<file path="src/rtl/sum_game_if.sv">
// Signal bundle between the sum-game controller and its neighbours (access control, buttons, TRNG, displays).
// best_score exists only when BEST_SCORE_EN is defined.
interface sum_game_if #(
    parameter int DATA_W  = 4,
    parameter int SCORE_W = 4,
    parameter int TIME_W  = 7,
    parameter int ROUNDS  = 8
);
    localparam int ROUND_W = $clog2(ROUNDS + 1);

    logic                access_ok;
    logic                start_press;
    logic                player_press;
    logic [DATA_W-1:0]   player_data;
    logic [DATA_W-1:0]   rng_data;
    logic [TIME_W-1:0]   time_limit;
    logic                sec_pulse;

    logic [DATA_W-1:0]   bot_num;
    logic [DATA_W-1:0]   player_num;
    logic [DATA_W:0]     sum;
    logic [1:0]          sum_status;
    logic [TIME_W-1:0]   time_left;
    logic                timer_en;
    logic [ROUND_W-1:0]  round_num;
    logic [SCORE_W-1:0]  score;
    logic                game_over;
`ifdef BEST_SCORE_EN
    logic [SCORE_W-1:0]  best_score;

    modport master (
        output access_ok, start_press, player_press, player_data, rng_data, time_limit, sec_pulse,
        input  bot_num, player_num, sum, sum_status, time_left, timer_en, round_num, score,
               game_over, best_score
    );
    modport slave (
        input  access_ok, start_press, player_press, player_data, rng_data, time_limit, sec_pulse,
        output bot_num, player_num, sum, sum_status, time_left, timer_en, round_num, score,
               game_over, best_score
    );
`else
    modport master (
        output access_ok, start_press, player_press, player_data, rng_data, time_limit, sec_pulse,
        input  bot_num, player_num, sum, sum_status, time_left, timer_en, round_num, score,
               game_over
    );
    modport slave (
        input  access_ok, start_press, player_press, player_data, rng_data, time_limit, sec_pulse,
        output bot_num, player_num, sum, sum_status, time_left, timer_en, round_num, score,
               game_over
    );
`endif
endinterface

</file>
<file path="src/rtl/sum_game_ctrl.sv">
// Multi-round sum-to-target game controller: deal, play with countdown, judge, show, keep score.
// Optional BEST_SCORE_EN adds a best-score register that persists across games until reset.
module sum_game_ctrl #(
    parameter int DATA_W  = 4,
    parameter int TARGET  = 15,
    parameter int ROUNDS  = 8,
    parameter int SCORE_W = 4,
    parameter int TIME_W  = 7
) (
    input  logic     clk,
    input  logic     rst_n,
    sum_game_if.slave bus
);
    localparam int ROUND_W = $clog2(ROUNDS + 1);
    localparam logic [DATA_W:0]  TARGET_V = (DATA_W + 1)'(TARGET);
    localparam logic [ROUND_W-1:0] LAST_ROUND = ROUND_W'(ROUNDS);

    typedef enum logic [2:0] {
        IDLE  = 3'd0,
        DEAL  = 3'd1,
        PLAY  = 3'd2,
        JUDGE = 3'd3,
        SHOW  = 3'd4,
        DONE  = 3'd5
    } state_t;

    state_t              state_q, state_d;
    logic [DATA_W-1:0]   bot_q, bot_d;
    logic [DATA_W-1:0]   player_q, player_d;
    logic [DATA_W:0]     sum_q, sum_d;
    logic [1:0]          status_q, status_d;
    logic [TIME_W-1:0]   time_q, time_d;
    logic                timed_q, timed_d;
    logic [ROUND_W-1:0]  round_q, round_d;
    logic [SCORE_W-1:0]  score_q, score_d;
    logic [DATA_W:0]     judge_sum;
    logic                abort;

    function automatic logic [SCORE_W-1:0] sat_inc(input logic [SCORE_W-1:0] s);
        if (s == {SCORE_W{1'b1}})
            return s;
        return s + 1'b1;
    endfunction

    function automatic logic [1:0] classify(input logic [DATA_W:0] s);
        if (s < TARGET_V)
            return 2'b01;
        else if (s == TARGET_V)
            return 2'b10;
        return 2'b11;
    endfunction

    assign judge_sum = {1'b0, bot_q} + {1'b0, player_q};
    // Losing access mid-game drops to IDLE but leaves the last result on the displays.
    assign abort = !bus.access_ok && (state_q != IDLE) && (state_q != DONE);

    always_comb begin
        state_d  = state_q;
        bot_d    = bot_q;
        player_d = player_q;
        sum_d    = sum_q;
        status_d = status_q;
        time_d   = time_q;
        timed_d  = timed_q;
        round_d  = round_q;
        score_d  = score_q;
        if (abort) begin
            state_d = IDLE;
            round_d = '0;
        end else begin
            case (state_q)
                IDLE: begin
                    if (bus.start_press && bus.access_ok) begin
                        state_d = DEAL;
                        score_d = '0;
                        round_d = '0;
                    end
                end
                DEAL: begin
                    bot_d    = bus.rng_data;
                    player_d = '0;
                    sum_d    = '0;
                    status_d = 2'b00;
                    round_d  = round_q + 1'b1;
                    time_d   = bus.time_limit;
                    timed_d  = (bus.time_limit != '0);
                    state_d  = PLAY;
                end
                PLAY: begin
                    // A press always beats a simultaneous second tick.
                    if (bus.player_press) begin
                        player_d = bus.player_data;
                        state_d  = JUDGE;
                    end else if (timed_q && bus.sec_pulse && (time_q != '0)) begin
                        time_d = time_q - 1'b1;
                        if (time_q == TIME_W'(1))
                            state_d = SHOW;
                    end
                end
                JUDGE: begin
                    sum_d    = judge_sum;
                    status_d = classify(judge_sum);
                    if (classify(judge_sum) == 2'b10)
                        score_d = sat_inc(score_q);
                    state_d  = SHOW;
                end
                SHOW: begin
                    if (bus.start_press)
                        state_d = (round_q < LAST_ROUND) ? DEAL : DONE;
                end
                DONE: begin
                    if (bus.start_press && bus.access_ok) begin
                        state_d = DEAL;
                        score_d = '0;
                        round_d = '0;
                    end
                end
                default: state_d = IDLE;
            endcase
        end
    end

    always_ff @(posedge clk or negedge rst_n) begin
        if (!rst_n) begin
            state_q  <= IDLE;
            bot_q    <= '0;
            player_q <= '0;
            sum_q    <= '0;
            status_q <= 2'b00;
            time_q   <= '0;
            timed_q  <= 1'b0;
            round_q  <= '0;
            score_q  <= '0;
        end else begin
            state_q  <= state_d;
            bot_q    <= bot_d;
            player_q <= player_d;
            sum_q    <= sum_d;
            status_q <= status_d;
            time_q   <= time_d;
            timed_q  <= timed_d;
            round_q  <= round_d;
            score_q  <= score_d;
        end
    end

`ifdef BEST_SCORE_EN
    logic [SCORE_W-1:0] best_q;

    always_ff @(posedge clk or negedge rst_n) begin
        if (!rst_n)
            best_q <= '0;
        else if ((state_d == DONE) && (state_q != DONE) && (score_q > best_q))
            best_q <= score_q;
    end

    assign bus.best_score = best_q;
`endif

    assign bus.bot_num    = bot_q;
    assign bus.player_num = player_q;
    assign bus.sum        = sum_q;
    assign bus.sum_status = status_q;
    assign bus.time_left  = time_q;
    assign bus.timer_en   = (state_q == PLAY) && timed_q;
    assign bus.round_num  = round_q;
    assign bus.score      = score_q;
    assign bus.game_over  = (state_q == DONE);
endmodule
</file>
<file path="src/flat_wrapper.sv">
// flat-port wrapper written by rule: the top's interface ports become plain ports
module sum_game_ctrl_flat 
#(
    parameter int DATA_W  = 4,
    parameter int TARGET  = 15,
    parameter int ROUNDS  = 8,
    parameter int SCORE_W = 4,
    parameter int TIME_W  = 7
)
  (clk, rst_n, bus_access_ok, bus_start_press, bus_player_press, bus_player_data, bus_rng_data, bus_time_limit, bus_sec_pulse, bus_bot_num, bus_player_num, bus_sum, bus_sum_status, bus_time_left, bus_timer_en, bus_round_num, bus_score, bus_game_over);
  sum_game_if #(.DATA_W(DATA_W), .SCORE_W(SCORE_W), .TIME_W(TIME_W), .ROUNDS(ROUNDS)) bus_i ();
  input  logic clk;
  input  logic rst_n;
  input wire logic [$bits(bus_i.access_ok)-1:0] bus_access_ok;
  input wire logic [$bits(bus_i.start_press)-1:0] bus_start_press;
  input wire logic [$bits(bus_i.player_press)-1:0] bus_player_press;
  input wire logic [$bits(bus_i.player_data)-1:0] bus_player_data;
  input wire logic [$bits(bus_i.rng_data)-1:0] bus_rng_data;
  input wire logic [$bits(bus_i.time_limit)-1:0] bus_time_limit;
  input wire logic [$bits(bus_i.sec_pulse)-1:0] bus_sec_pulse;
  output wire logic [$bits(bus_i.bot_num)-1:0] bus_bot_num;
  output wire logic [$bits(bus_i.player_num)-1:0] bus_player_num;
  output wire logic [$bits(bus_i.sum)-1:0] bus_sum;
  output wire logic [$bits(bus_i.sum_status)-1:0] bus_sum_status;
  output wire logic [$bits(bus_i.time_left)-1:0] bus_time_left;
  output wire logic [$bits(bus_i.timer_en)-1:0] bus_timer_en;
  output wire logic [$bits(bus_i.round_num)-1:0] bus_round_num;
  output wire logic [$bits(bus_i.score)-1:0] bus_score;
  output wire logic [$bits(bus_i.game_over)-1:0] bus_game_over;
  assign bus_i.access_ok = bus_access_ok;
  assign bus_i.start_press = bus_start_press;
  assign bus_i.player_press = bus_player_press;
  assign bus_i.player_data = bus_player_data;
  assign bus_i.rng_data = bus_rng_data;
  assign bus_i.time_limit = bus_time_limit;
  assign bus_i.sec_pulse = bus_sec_pulse;
  assign bus_bot_num = bus_i.bot_num;
  assign bus_player_num = bus_i.player_num;
  assign bus_sum = bus_i.sum;
  assign bus_sum_status = bus_i.sum_status;
  assign bus_time_left = bus_i.time_left;
  assign bus_timer_en = bus_i.timer_en;
  assign bus_round_num = bus_i.round_num;
  assign bus_score = bus_i.score;
  assign bus_game_over = bus_i.game_over;
  sum_game_ctrl #(.DATA_W(DATA_W), .TARGET(TARGET), .ROUNDS(ROUNDS), .SCORE_W(SCORE_W), .TIME_W(TIME_W)) u_core (.clk(clk), .rst_n(rst_n), .bus(bus_i));
endmodule
</file>
<file path="config.mk">
export PLATFORM = sky130hd
export DESIGN_NAME = sum_game_ctrl_flat
export DESIGN_NICKNAME = d
export VERILOG_FILES = /design/src/rtl/sum_game_if.sv /design/src/rtl/sum_game_ctrl.sv /design/src/flat_wrapper.sv
export SDC_FILE = /design/constraint.sdc
export NUM_CORES = 1
export LEC_CHECK = 0
export BUFFER_PORTS_ARGS = -buffer_cell sky130_fd_sc_hd__clkbuf_2
export CORE_UTILIZATION = 53
export CTS_CLUSTER_SIZE = 28
export DETAILED_ROUTE_END_ITERATION = 10
export GPL_TIMING_DRIVEN = 0
export PLACE_DENSITY_LB_ADDON = 0.12
export SLEW_MARGIN = 25
export SYNTH_ARGS = -nofsm -noshare
export SYNTH_HDL_FRONTEND = slang
export SYNTH_SLANG_ARGS = --single-unit
</file>
<file path="constraint.sdc">
create_clock -name clk -period 2.6 [get_ports clk]
set_input_delay 0.13 -clock clk [delete_from_list [all_inputs] [get_ports clk]]
set_output_delay 0.13 -clock clk [all_outputs]
set_load 0.02 [all_outputs]
</file>
-- Yosys cells after proc, flatten, opt, wreduce, memory -nomap -nowiden
Cells that the tools add are included.
Widths: inputs -> output; s select.
- $add $sub $neg: 4
- $mul: 0
- divide/modulo/power cells: 0
- $lt $le $gt $ge: 2
- eq/ne operators: 20
- shifts and indexed selects: 0
- muxes and demuxes: 34
- bitwise operators: 1
- reductions and logical operators: 23
- operators by type and width (operator ; number):
    $pmux 4 s2 ; 3
    $mux 3 ; 7
    $mux 4 ; 5
    $pmux 3 s5 ; 1
    $mux 7 ; 2
    $pmux 7 s2 ; 1
    $reduce_bool 7->1 ; 2
    $mux 2 ; 5
    $pmux 5 s2 ; 1
    $add 4x1->4 const B ; 2
    $mux 1 ; 8
    $ne 4x2->1 const B ; 2
    $reduce_and 4->1 ; 2
    $eq 7x1->1 const B ; 1
    $sub 7x1->7 const B ; 1
    $eq 3x2->1 const B ; 2
    $eq 3x3->1 const B ; 2
    $logic_and 1x1->1 ; 6
    $ne 2x1->1 const B ; 3
    $ne 3x3->1 const B ; 2
    $reduce_and 2->1 ; 3
    $reduce_bool 2->1 ; 3
    $reduce_bool 3->1 ; 2
    $add 4x4->5 ; 1
    16 further kinds ; 17
- register bits after elaboration: 34
- latch bits: 0
- bits in writable memories: 0
- ROM bits: 0
- input port bits: 21
- output and inout port bits: 32
- word-level logic and storage cells: 93
- memories: 0

-- Logic depth before layout (Yosys ltp)
Gate-level depths: netlist (run 1).
- depth after elaboration: 16
- gate-level depth with buffers: 8
- mapped depth without buffers: 8

-- Worst setup path before layout (run 1)
No wires, ideal clock.
- path kind: reg2reg
- start: reg u_core.player_q[0] (netlist: u_core.bus.player_num[0])
- end: reg u_core.score_q[0] (netlist: u_core.bus.score[0])
- arrival time: 2.319 ns
- setup slack: 0.154 ns
- stages on the path, launching flop included: 9
- path buffers: 0
- period minus slack after synthesis: 2.446 ns
- cell sequence: dfrtp_1 > ha_1 > inv_1 > fa_1 > xor2_1 > a2111oi_2 > nor3_1 > nor2_1 > mux2_1
- longest elaborated chain between the ends: 12
- RTL lines (item ; RTL line ; source):
    start, declared ; sum_game_ctrl.sv:29 ; logic [DATA_W-1:0] player_q, player_d;
    start signal, assigned ; sum_game_ctrl.sv:137 ; player_q <= player_d;
    $add 4x4->5 (*) ; sum_game_ctrl.sv:53 ; assign judge_sum = {1'b0, bot_q} + {1'b0, player_q};
    parallel branches: the longest is 5 deep, another holds $lt 5x4->1 ; - ;
    $mux 2 (*) ; sum_game_ctrl.sv:50 ; return 2'b11;
    $mux 2 (*) ; sum_game_ctrl.sv:71 ; case (state_q)
    $mux 2 (*) ; sum_game_ctrl.sv:67 ; if (abort) begin
    $eq 2x2->1 (*) ; sum_game_ctrl.sv:103 ; if (classify(judge_sum) == 2'b10)
    $ne 2x1->1 (no line) (*) ; - ;
    $reduce_and 5->1 (no line) (*) ; - ;
    end signal, assigned ; sum_game_ctrl.sv:143 ; score_q <= score_d;
    end, declared ; sum_game_ctrl.sv:35 ; logic [SCORE_W-1:0] score_q, score_d;
Mark *: on every way between the ends. The select of a mux whose other input is x is not followed.
A chain may end at the register's enable or synchronous reset.

-- Worst setup path in the final report (run 1)
Same ends and word-level chain as after synthesis.

==> results of run 1 <==
[worst max-delay path, delay by kind of cell (launching register included)]
kind	cells	cell delay, ns
fa+ha+maj	2	0.60
simple gates	2	0.47
xor+xnor	1	0.44
flops	1	0.37
mux	1	0.32
compound gates	1	0.12
buf+inv	1	0.06
[flip-flops by register name (all words and copies together) (netlist names)]
signal,cells
u_core.bus.score,4
u_core.bus.sum,5
u_core.bus.player_num,4
u_core.bus.bot_num,4
u_core.timed_q,1
u_core.bus.round_num,4
u_core.bus.sum_status,2
u_core.state_q,3
u_core.bus.time_left,7
[cells in the final DEF (no fill, tap or decap), types with 2 or more instances in the layout]
master	netlist	layout
a2111oi_4	0	2
a211oi_1	2	2
a21oi_1	12	12
a22o_1	6	6
a22oi_1	2	2
a31oi_1	2	2
a41o_1	2	2
and3_1	3	3
buf_2	4	4
clkbuf_1	3	4
clkbuf_2	0	51
clkbuf_8	0	6
dfrtp_1	34	34
ha_1	9	9
inv_1	13	13
mux2_2	3	3
mux2i_1	2	2
nand2_1	25	25
nand2b_1	3	3
nand3b_1	3	3
nor2_1	20	19
nor3_1	7	7
nor3b_1	3	3
o21ai_0	14	14
o21ai_1	9	9
o221ai_1	2	2
o22a_1	2	2
o22ai_1	5	5
o31ai_1	3	3
or2_2	2	2
xor2_1	4	4
[what timing repair did]
item | 4_1_cts | 5_1_grt
hold buffers | 1 | 0
hold endpoints to repair | 34 | 0
gates resized for setup | 0 | 3
setup buffers | 0 | 0
setup endpoints to repair | 0 | 3
[cell type report]
class                   count  area share [%]
plain buffers               9           2.003
clock buffers               7           3.455
clock inverters             1          0.2003
inverters                  14           2.103
multi-input cells         167           45.17
flip-flops and latches     34           34.05
well taps                  48           2.404
repair buffers             52           10.62
[power breakdown]
group	internal, mW	switching (mW)	total, mW
registers	0.734	0.185	0.920
logic	0.652	1.08	1.74
clock network	0.214	0.191	0.404
total	1.60	1.46	3.06
[layer usage]
metal  share of wire (%)  GRT usage [%]  wire length (um)  up-vias
li1                    -              -                 -      931
met4                 1.3          7.778                57        0
met1                  48          32.46              2164      860
met5                   0              0                 0        -
met3                 4.2          6.071               188        6
met2                  47          38.42              2112       44
[cell families (layout without fill, tap and decap cells)]
| logic type | Yosys count | after routing |
|---|---|---|
| simple gates | 77 | 77 |
| compound gates | 69 | 69 |
| mux | 6 | 6 |
| fa+ha+maj | 10 | 10 |
| xor+xnor | 5 | 5 |
| buf+inv | 23 | 83 |
| flops | 34 | 34 |
[worst paths after layout]
| check | start | to | slack (ns) |
|---|---|---|---|
| worst min register to register | u_core.bus.sum[1]$_DFFE_PN0P_ | u_core.bus.sum[1]$_DFFE_PN0P_ | 0.49 |
| min in group asynchronous | rst_n | u_core.bus.sum[1]$_DFFE_PN0P_ | 0.48 |
| worst min-delay path | bus_rng_data[1] | u_core.bus.bot_num[1]$_DFFE_PN0P_ | 0.05 |
| worst max-delay path | u_core.bus.player_num[0]$_DFFE_PN0P_ | u_core.bus.score[0]$_DFFE_PN0P_ | 0.10 |
| max in group asynchronous | rst_n | u_core.bus.time_left[6]$_DFFE_PN0P_ | 1.60 |
| worst max register to register | u_core.bus.player_num[0]$_DFFE_PN0P_ | u_core.bus.score[0]$_DFFE_PN0P_ | 0.10 |
[per-stage QoR]
stage	utilization [%]	cell area (um^2)
after global placement	64.25	2370
final	67.74	2499
after CTS	66.99	2471
after floorplan	-	2054
after detailed placement	64.25	2370
after global routing	67.74	2499
[cells in the mapped netlist, drive strengths merged, types with 2 or more instances]
cell type,number,share of area [%]
nor3,8,2.2
clkbuf,3,0.55
and3,3,0.91
inv,13,2.4
o221ai,2,0.85
nor3b,4,1.7
a41o,2,0.97
a2111oi,2,1.5
o31ai,3,1.1
a211oi,2,0.73
mux2i,2,0.97
nor4,2,0.91
a22oi,2,0.73
ha,9,5.5
o22ai,5,1.5
nand2b,3,0.91
o22a,2,0.85
nand2,25,4.6
mux2,4,2.2
a31oi,2,0.61
or2,2,0.61
xor2,4,1.7
nor2,20,3.7
a22o,6,2.6
o21ai,23,5.6
nand3b,3,1.1
buf,6,1.9
a21oi,12,2.9
dfrtp,34,41
==> metrics, run 1 <==
Critical Path RT=between 2 and 3 ns; post-synthesis compound-gate area fraction=22.96%; PnR worst setup slack=~0.10 ns; Max-slew headroom=approximately 45%; first-pass GRT wire length=just under 8000 um; Seq cells post-synth=34; element type at the critical path end=flop; CP Class=reg2reg; ANT cells=0; Synthesis Warnings=0; Net count, final=around 310; FF+latch area=850.8 um^2; Synth Area in XOR/XNOR=2.132%; first drt pass iteration count=4; Fin Setup TNS=0 ns; Pleak=1.194 nW; largest family of logic cells by synthesized area=compound AO/OA/AOI/OAI gates; initial antenna violation count=0; vias in the first global route=~1.7k; Fin. Hold Viols=0; PortBufs=between 50 and 60; CTS Buffer Depth=2; gr usage total=24.29%; non-filler cells, final=between 300 and 400; CTS tree=done; crit path time final=about 2.5 ns; setup skew after layout=approximately 0.0056 ns; H-tree depth=2; Final ANT Viol Nets=0; Pwr Total=around 3.1 mW; Critical Path Start Type=flop; worst-margin pin slew=a little over 0.8 ns; Die H=~64 um; dpl cells=roughly 320; multi-input logic area=roughly 1100 um^2; Top FF cell, synth=dfrtp_1; CTS clk-pin slew, worst paths=around 0.070 ns; Pins Over Slew Limit=0; Finish-stage setup viols=0; Synth Area in Simple Gates=18.88%; die width=between 60 and 70 um; Fillers=between 300 and 400; Clock Sinks=34; Num CTS Buffers=5; Setup Slack @ Placement=0.02629 ns; Post-synth EDFFs=0; effective utilization at floorplan=between 50 and 60%; P per Cell Area=about 1200 nW/um^2; num ports=53; die area=slightly above 4000 um^2; drc violations=0; Hold Path Class=in2reg; largest net degree at the start of global routing=35; Max rail drop VDD=slightly below 0.6 mV; root buffer cell=clkbuf_8; f_max=between 400 and 500 MHz; synthesized cell area=around 2100 um^2; layout cells sized above 1=27.11%; hold path cells=3; Area growth syn-to-layout=21.62%; DRT Wirelength=approximately 4500 um; Seq/Total Area, Yosys=roughly two fifths; Rows=22; synthesized area per cell=between 9 and 10 um^2; critical path, cell by cell=ha_1, inv_1, fa_1, xor2_1, a2111oi_4, nor3_1, nor2_2, mux2_1; initial DRC count=between 100 and 150; Slowest-stage cell, CP=xor2_1; outcome=finished clean; post-detail-place hpwl=between 3000 and 4000 um; R2R depth=8; Slowest Stage Delay on Critical Path=0.44 ns; wire per inst=roughly 14 um; ys async rst share=100.0%; maxcap violations=0; CORE AREA=3689 um^2; syn_nets=255; Yosys cell types=52; via count=~1.8k; worst-skew pair later-pin latency=0.29 ns; Mapped Cells=about 220; Tcrit/Tclk final=96.11%; hold slack=0.05258 ns; GP Congestion=between 0.9 and 1; Overflow after GRT=0; fraction of the mapped netlist area in adder cells=under 10%; vias per inst=5.545; Critical Path AT=approximately 2.7 ns; mux contribution to synthesized area=3.167%; CP Max Fanout=3
Power figures use the tool's default switching activity.
==> run 2: changes to the inputs <==
- ABC_AREA: default -> 1
- CORE_MARGIN: default -> 2
==> metrics, run 2 <==
outcome=finished clean; critical path, cell by cell=ha_1, inv_1, fa_1, nor2_1, nand2_1, nor2_1, nand2_1, nand2_1, nand2_4, nand2_1, nand2_1; vias in the first global route=1,849 (+9.1%); Synthesis Warnings=0 (unchanged); setup skew after layout=0.004323 ns (-0.001235 ns); worst-skew pair later-pin latency=0.28 ns (about the same); PnR worst setup slack=0.6255 ns (+0.5244 ns); Critical Path Start Type=flop; drc violations=0 (unchanged); Post-synth EDFFs=0 (unchanged); R2R depth=11 (+3); Rows=23 (+4.5%); ranking of synthesized cells by area=dfrtp_1, nand2_1, nand3_1; commonest cells after routing, fill and taps aside=nand2_1, clkbuf_2, dfrtp_1; RSZ-0062 raised after global routing=no; element type at the critical path end=flop; Hold Path Class=in2reg; post-detail-place hpwl=3512 um (+6.4%); Slowest-stage cell, CP=fa_1; NetSw=1.478 mW (+1.2%); Fin Setup TNS=0 ns (unchanged); CP Class=reg2reg; Area growth syn-to-layout=20.57%; Largest register FFs=7 (unchanged); Fillers=360 (+11%); Setup Slack @ Placement=0.6069 ns (+0.5806 ns); CP Max Fanout=6 (+3); Max-slew headroom=45.25% (+0.29 points); syn_nets=300 (+18%); gr usage total=23.14% (-1.1 points); Pins Over Slew Limit=0 (unchanged); die width=67.74 um (+5.4%); Finish-stage setup viols=0 (unchanged); sw frac=48.54% (+0.83 points); FF+latch area=850.8 um^2 (unchanged); num ports=53 (unchanged); first-pass GRT wire length=8031 um (+3.4%); Gate power share=54.9% (-1.8 points); f_max=506.5 MHz (+27%); die area=4589 um^2 (+11%); Critical Path AT=2.15 ns (-0.52 ns); Num CTS Buffers=5 (unchanged); DRT Wirelength=4464 um (-1.3%); RR Endpoint=u_core.bus.score[1]$_DFFE_PN0P_; largest net degree at the start of global routing=35 (unchanged); GP Congestion=0.8467 (-7.6%); Pwr Total=3.044 mW (-0.52%); worst-margin pin slew=0.8212 ns (-0.004419 ns); ANT cells=0 (unchanged); most numerous cell in the Yosys netlist=nand2_1; Clock Sinks=34 (unchanged); post-CTS sizing=0 (unchanged); initial antenna violation count=0 (unchanged); synthesized area per cell=8.005 um^2 (-13%); Top FF cell, synth=dfrtp_1; Max rail drop VDD=0.5970 mV (+0.80%); P per Cell Area=1173 nW/um^2 (-4.3%); wire per inst=11.75 um (-14%); multi-input logic area=1162 um^2 (+3.0%); CTS tree=done; root buffer cell=clkbuf_8; CORE AREA=3943 um^2 (+6.9%); HP Start=bus_rng_data[2]; flop2flop setup slack=0.63 ns (+0.52 ns); ys async rst share=100.0% (unchanged); layout cells sized above 1=27.27% (+0.16 points); Fin. Hold Viols=0 (unchanged); Yosys top cell area share=39.51% (-1.9 points); Hold EP=u_core.bus.bot_num[2]$_DFFE_PN0P_; leading cell type in the layout, fill and taps excluded=nand2_1; maxcap violations=0 (unchanged); CTS clk-pin slew, worst paths=0.07 ns (about the same); Pleak=1.426 nW (+19%); initial DRC count=104 (unchanged); crit path time final=1.975 ns (-0.5244 ns); cell repeated most along the worst path=nand2_1; PortBufs=52 (+2.0%); Yosys top cell by area=dfrtp_1; Seq cells post-synth=34 (unchanged); Yosys cell types=34 (-35%); Die H=67.74 um (+5.4%); vias per inst=4.963 (-10%); clock power share=15.1% (+1.9 points); Post-synth top cells=nand2_1, dfrtp_1, inv_1; dpl cells=371 (+15%); non-filler cells, final=380 (+14%); first drt pass iteration count=4 (unchanged); Slowest Stage Delay on Critical Path=0.43 ns (about the same); hold path cells=3 (unchanged); H-tree depth=2 (unchanged); Net count, final=360 (+15%); Seq/Total Area, Yosys=39.51% (-1.9 points); Tcrit/Tclk final=75.94% (-20 points); worst r2r src=u_core.bus.player_num[0]$_DFFE_PN0P_; synthesized cell area=2153 um^2 (+4.8%); CTS Buffer Depth=2 (unchanged); Overflow after GRT=0 (unchanged); via count=1,886 (+2.4%); Final ANT Viol Nets=0 (unchanged); Internal Power=1.567 mW (-2.1%); Critical Path RT=2.78 ns (about the same); effective utilization at floorplan=54.62% (-1.1 points); Reg power frac=29.9% (-0.2 points); Mapped Cells=269 (+20%)
## run 2: cells by family (layout without fill, tap and decap cells)
logic type	Yosys count	in the layout	synth area share (%)
buf+inv	35	96	6.508
flops	34	34	39.51
mux	1	1	0.4649
compound gates	38	38	11.51
xor+xnor	4	4	1.627
simple gates	147	147	34.22
fa+ha+maj	10	10	6.159
## run 2: metal layers
metal  vias to the layer above  global-route usage, %  share of wire [%]
li1                       1001                      -                  -
met1                       846                  29.97                 45
met2                        35                  39.22                 50
met3                         4                  5.667                4.2
met4                         0                  4.592               0.92
met5                         -                      0                  0
## run 2: power by group through the flow
stage	clock network, mW	registers (mW)	logic [mW]
floorplan	0	1.08	1.09
global placement	0	0.914	1.65
detailed placement	0	0.921	1.68
CTS	0.472	0.913	1.69
global route	0.490	0.941	1.92
finish	0.460	0.911	1.67
## run 2: area by class of cell
cell class | instances | share of cell area [%]
Timing Repair Buffer | 53 | 10.41
Clock buffer | 8 | 4.241
Tap cell | 50 | 2.410
Multi-Input combinational cell | 200 | 44.77
Sequential cell | 34 | 32.77
Inverter | 33 | 4.771
Buffer | 2 | 0.6265
## run 2: per-stage QoR
step / cell area [um^2] / hold slack (ns) / utilization [%]
floorplan: 2153 / -0.1656 / -
global placement: 2476 / 0.2762 / 62.81
detailed placement: 2476 / 0.2824 / 62.81
CTS: 2596 / 0.04278 / 65.85
global route: 2596 / 0.05646 / 65.85
finish: 2596 / 0.04727 / 65.85
## run 2: worst max-delay path by stage
stage / start / endpoint / slack (ns) / depth (start not counted)
3_5_place_dp: u_core.bus.player_num[0]$_DFFE_PN0P_ / u_core.bus.score[0]$_DFFE_PN0P_ / 0.61 / 11
3_3_place_gp: u_core.bus.player_num[0]$_DFFE_PN0P_ / u_core.bus.score[0]$_DFFE_PN0P_ / 0.67 / 11
2_1_floorplan: u_core.bus.bot_num[0]$_DFFE_PN0P_ / u_core.bus.score[0]$_DFFE_PN0P_ / 0.71 / 11
6_report: u_core.bus.player_num[0]$_DFFE_PN0P_ / u_core.bus.score[1]$_DFFE_PN0P_ / 0.63 / 11
5_1_grt: u_core.bus.player_num[0]$_DFFE_PN0P_ / u_core.bus.score[1]$_DFFE_PN0P_ / 0.41 / 11
4_1_cts: u_core.bus.player_num[0]$_DFFE_PN0P_ / u_core.bus.score[0]$_DFFE_PN0P_ / 0.60 / 11
## run 2: what timing repair did
item / in CTS / in global routing
hold endpoints to repair: 34 / 0
hold buffers: 1 / 0
setup endpoints to repair: 0 / 0
setup buffers: 0 / 0
## run 2: worst max-delay path: cells and delay by family (launching register included)
kind | cells | cell delay [ns]
DFF | 1 | 0.41
buffers and inverters | 1 | 0.08
and+or+nand+nor | 8 | 0.74
adders and majority gates | 2 | 0.65
